**config.mk**
```make
export PLATFORM = sky130hd
export DESIGN_NAME = fetch_queue
export DESIGN_NICKNAME = d
export VERILOG_FILES = /design/src/rtl/fetch_queue_pkg.sv /design/src/rtl/fetch_fifo.sv /design/src/rtl/fetch_queue.sv
export SDC_FILE = /design/constraint.sdc
export NUM_CORES = 1
export LEC_CHECK = 0
export ABC_AREA = 0
export CORE_ASPECT_RATIO = 2
export CORE_MARGIN = 8
export CORE_UTILIZATION = 35
export DETAILED_ROUTE_END_ITERATION = 8
export PLACE_DENSITY_LB_ADDON = 0.08
export SETUP_SLACK_MARGIN = 0.02
export SYNTH_ARGS = -nofsm -noshare
export SYNTH_HDL_FRONTEND = slang
export SYNTH_SLANG_ARGS = --single-unit
```
**constraint.sdc**
```tcl
create_clock -name clk -period 2.27 [get_ports clk]
set_input_delay 0.5675 -clock clk [delete_from_list [all_inputs] [get_ports clk]]
set_output_delay 0.5675 -clock clk [all_outputs]
set_load 0.01 [all_outputs]
```
**src/rtl/fetch_queue_pkg.sv**
```systemverilog
// Shared fetch-stage constants: datapath width and PC step derived from the memory cell layout.
package fetch_queue_pkg;
    localparam int WORD_LEN_DEF   = 16;
    localparam int CELL_BITS      = 4;
    localparam int CELLS_PER_INST = 4;
    // Memory is addressed in 4-bit cells, so one instruction advances the PC by its cell count.
    localparam int PC_STEP        = CELLS_PER_INST;
endpackage

```
**src/rtl/fetch_fifo.sv**
```systemverilog
// Instruction buffer between fetch and decode: storage, wrapping pointers and occupancy.
module fetch_fifo #(
    parameter int WIDTH = 32,
    parameter int DEPTH = 2,
    localparam int CW = $clog2(DEPTH + 1),
    localparam int PW = (DEPTH > 1) ? $clog2(DEPTH) : 1
) (
    input  logic             clk,
    input  logic             rst,
    input  logic             flush,
    input  logic             push,
    input  logic             pop,
    input  logic [WIDTH-1:0] wdata,
    output logic [WIDTH-1:0] rdata,
    output logic [CW-1:0]    count
);
    logic [WIDTH-1:0] mem [DEPTH];
    logic [PW-1:0]    head;
    logic [PW-1:0]    tail;
    logic             do_pop;
    logic             do_push;

    function automatic logic [PW-1:0] next_ptr(input logic [PW-1:0] p);
        return (p == PW'(DEPTH - 1)) ? '0 : p + 1'b1;
    endfunction

    assign do_pop  = pop && (count != '0);
    assign do_push = push && ((count < CW'(DEPTH)) || do_pop);
    assign rdata   = mem[head];

    always_ff @(posedge clk or negedge rst) begin
        if (!rst) begin
            head  <= '0;
            tail  <= '0;
            count <= '0;
            for (int i = 0; i < DEPTH; i++) mem[i] <= '0;
        end else if (flush) begin
            head  <= '0;
            tail  <= '0;
            count <= '0;
        end else begin
            if (do_push) begin
                mem[tail] <= wdata;
                tail      <= next_ptr(tail);
            end
            if (do_pop) head <= next_ptr(head);
            if (do_push && !do_pop)      count <= count + 1'b1;
            else if (do_pop && !do_push) count <= count - 1'b1;
        end
    end
endmodule

```
**src/rtl/fetch_queue.sv**
```systemverilog
// Fetch stage: PC sequencing and redirect, feeding a small FIFO toward decode.
module fetch_queue
    import fetch_queue_pkg::*;
#(
    parameter int WORD_LEN    = WORD_LEN_DEF,
    parameter int QUEUE_DEPTH = 2,
    parameter logic [WORD_LEN-1:0] RESET_PC = '0,
    localparam int CW = $clog2(QUEUE_DEPTH + 1)
) (
    input  logic                clk,
    input  logic                rst,
    output logic [WORD_LEN-1:0] inst_addr,
    input  logic [WORD_LEN-1:0] inst_in,
    input  logic                branch_taken,
    input  logic [WORD_LEN-1:0] branch_addr,
    input  logic                id_ready,
    output logic                if_valid,
    output logic [WORD_LEN-1:0] if_instruction,
    output logic [WORD_LEN-1:0] if_pc_plus,
    output logic [CW-1:0]       q_count
);
    logic [WORD_LEN-1:0] pc_next_seq;
    logic                pop;
    logic                push;

    // Wraps modulo 2^WORD_LEN by truncation.
    assign pc_next_seq = inst_addr + WORD_LEN'(PC_STEP);
    assign if_valid    = (q_count != '0);
    assign pop         = if_valid && id_ready && !branch_taken;
    assign push        = !branch_taken && ((q_count < CW'(QUEUE_DEPTH)) || pop);

    always_ff @(posedge clk or negedge rst) begin
        if (!rst)              inst_addr <= RESET_PC;
        else if (branch_taken) inst_addr <= branch_addr;
        else if (push)         inst_addr <= pc_next_seq;
    end

    fetch_fifo #(
        .WIDTH (2 * WORD_LEN),
        .DEPTH (QUEUE_DEPTH)
    ) u_fifo (
        .clk   (clk),
        .rst   (rst),
        .flush (branch_taken),
        .push  (push),
        .pop   (pop),
        .wdata ({inst_in, pc_next_seq}),
        .rdata ({if_instruction, if_pc_plus}),
        .count (q_count)
    );
endmodule
```
==> metrics.txt <==
hold crit path type input port to async pin; met2 usage 24.3%; multi-input logic area 0.00173 sq mm; CTS Sinks 84; XOR/XNOR Fraction of Synth Area 5.30%; register area 0.00210 sq mm; LEAKAGE 0.00219 uW; Yosys warning count 0; DRT iter0 DRCs 148; Tmin final 2.20 ns; GR Util met1 15.1%; relative slew slack 68.4%; drt pass-1 iters 4; DP HPWL 7.00 mm; die area 0.0152 sq mm; initial antenna violation count 0; final net count 476; Post-Synth Simple-Gate Area 11.6%; Worst setup SP type flop; drt total wl 9.83 mm; row count 55; Num CTS Buffers 9; worst-case clock buffer depth 2; Clock Pin Slew Worst Setup and Hold Paths 0.06 ns; Fillers 1053; mapped cell area 0.00397 sq mm; post-route setup TNS 0 ns; crit path DAT 1.63 ns; worst slew pin tran 0.473 ns; DR vias/cell 4.86; unrepaired setup endpoints after global routing no; GR peak layer met2; CP Capture Type output port; vias in the first global route 3214; combinational family with the most area after synthesis multiplexers; period utilization 96.9%; DRC 0; compound-gate portion of the synthesized area 5.59%; antenna-violating nets left 0; global-route wire length before repair 16.7 mm; Final Hold Violating Endpoints 0; Initial Util 35.3%; Die Span Y 167 microns; Peak VDD IR 406 uV; status finished clean; Setup-failing EPs final 0; GRT overflow 0; Hold WS 0.187 ns; number of synthesized flops with an enable pin 0; ys flop type dfrtp_1; routed vias 2847; die width 91.3 microns; CTS tree built; synthesized instance count 348; H-tree levels 3; Port Buf Inserts 86; pre-CTS WS 0.00590 ns; sequential cell area fraction in the yosys report 53.0%; area delta synth->final 36.1%; Core ar. 0.0112 sq mm; WS Path Type flop to output port; Mapped Avg Cell Area 11.4 sq um; Netlist cell types 35; maximum clock frequency 455 MHz; Req. time, crit path 1.70 ns; drt wl/cell 16.8 microns; Clk Latency, worst-skew pair 0.33 ns; layout cells sized above 1 27.3%; clock skew 0.00472 ns; CP Max Fanout 7; Async SR Flop Fraction 100%; met3 Use GR 3.51%; Root Buffer clkbuf_16; n_diodes 0; cts hold-fix bufs 0; GRT Util Overall 13.8%; adder-cell share of the synthesized area 0.316%; largest net degree at the start of global routing 38; setup ws final 0.0709 ns; syn nets 385; Power Density 877 mW/mm^2; io pins 87; Max Slew Vio Count 0; max_cap viols 0; GP Congestion 0.744; Synth Register Bits 84; post-synthesis mux area share 20.7%
## cells in the final DEF (no fill, tap or decap), types with 3 or more instances in the layout
cell type	n
nand2_1	21
nor2_1	33
a21oi_1	28
buf_4	14
xnor2_1	11
clkdlybuf4s15_1	6
nand4_1	8
dfrtp_1	83
dlygate4sd2_1	23
mux2_2	71
o21ai_0	12
nor4_1	4
nor3_1	3
buf_12	5
clkdlybuf4s50_1	53
xor2_1	13
nand3_1	8
clkbuf_16	10
## registers in the layout, summed over array words and instances, names as in the netlist
register,cells
inst_addr,16
u_fifo.mem,64
u_fifo.head,1
u_fifo.count,2
u_fifo.tail,1
## cell families (layout without fill, tap and decap cells)
family          after synthesis  count (layout)
flops                        84              84
compound gates               43              43
fa+ha+maj                     1               1
simple gates                 93              93
mux                          73              73
xor+xnor                     24              24
buf+inv                      30             126
## metal layers
metal	wire [microns]	vias up
met4	193	0
met1	3830	1378
li1	-	1385
met2	5310	74
met5	0	-
met3	486	10
## cells in the mapped netlist (2+ instances only)
| cell type | number | area (sq um) |
|---|---|---|
| buf_2 | 11 | 55.1 |
| mux2_2 | 72 | 811 |
| nand2_1 | 21 | 78.8 |
| nand3_1 | 8 | 40.0 |
| nor3_1 | 3 | 15.0 |
| nand2b_1 | 2 | 12.5 |
| or3_1 | 2 | 12.5 |
| a21oi_1 | 28 | 140 |
| nor4_1 | 4 | 25.0 |
| inv_1 | 2 | 7.51 |
| nand4_1 | 8 | 50.1 |
| o21ai_0 | 12 | 60.1 |
| nor2b_1 | 2 | 12.5 |
| nor2_1 | 33 | 124 |
| or4_1 | 2 | 15.0 |
| buf_4 | 3 | 22.5 |
| xor2_1 | 13 | 114 |
| clkbuf_1 | 11 | 41.3 |
| dfrtp_1 | 84 | 2100 |
| xnor2_1 | 11 | 96.3 |
| buf_1 | 2 | 7.51 |
## through the flow
| step | instances | util [%] | power, uW | cell area, sq um |
|---|---|---|---|---|
| 4_1_cts | 585 | 47.8 | 4800 | 5360 |
| 5_1_grt | 586 | 48.1 | 5040 | 5400 |
| 6_report | 586 | 48.1 | 4730 | 5400 |
| 2_1_floorplan | 348 | - | 2760 | 3970 |
| 3_3_place_gp | 566 | 45.1 | 3450 | 5060 |
| 3_5_place_dp | 566 | 45.1 | 3480 | 5060 |
## report_power, final
part           switching (uW)  internal [uW]
Combinational             560            757
Clock                     599            780
Sequential                212           1830
## what timing repair did
| item | in CTS | in global routing |
|---|---|---|
| cloned | 1 | 1 |
| setup endpoints to repair | 32 | 12 |
| buffers inserted | 2 | 0 |
| resized for setup | 43 | 8 |
## layout make-up
class | count | share of cell area, %
multi-input cells | 234 | 32.0
clock inverters | 6 | 0.881
repair buffers | 108 | 20.3
clock buffers | 10 | 4.43
flip-flops and latches | 84 | 39.0
well taps | 142 | 3.29
inverters | 2 | 0.139
## worst paths after layout
| kind | startpoint | endpoint | slack [ns] | depth (start not counted) |
|---|---|---|---|---|
| min in group clk | u_fifo.mem[20]$_DFFE_PN0P_ | u_fifo.mem[20]$_DFFE_PN0P_ | 0.50 | 1 |
| worst max register to register | inst_addr[8]$_DFFE_PN0N_ | inst_addr[14]$_DFFE_PN0N_ | 0.34 | 4 |
| worst min-delay path | rst | inst_addr[1]$_DFFE_PN0P_ | 0.19 | 1 |
| worst max-delay path | u_fifo.head$_DFFE_PN0P_ | if_instruction[6] | 0.07 | 4 |
| max in group asynchronous | rst | inst_addr[6]$_DFFE_PN0N_ | 1.50 | 2 |
| worst min register to register | u_fifo.mem[20]$_DFFE_PN0P_ | u_fifo.mem[20]$_DFFE_PN0P_ | 0.50 | 1 |
## critical path: stages (launching register included)
cell           delay (ns)
dfrtp_2              0.41
buf_6                0.14
buf_12               0.12
mux2_2               0.34
dlygate4sd2_1        0.29
(Power assumes the default switching activity.)
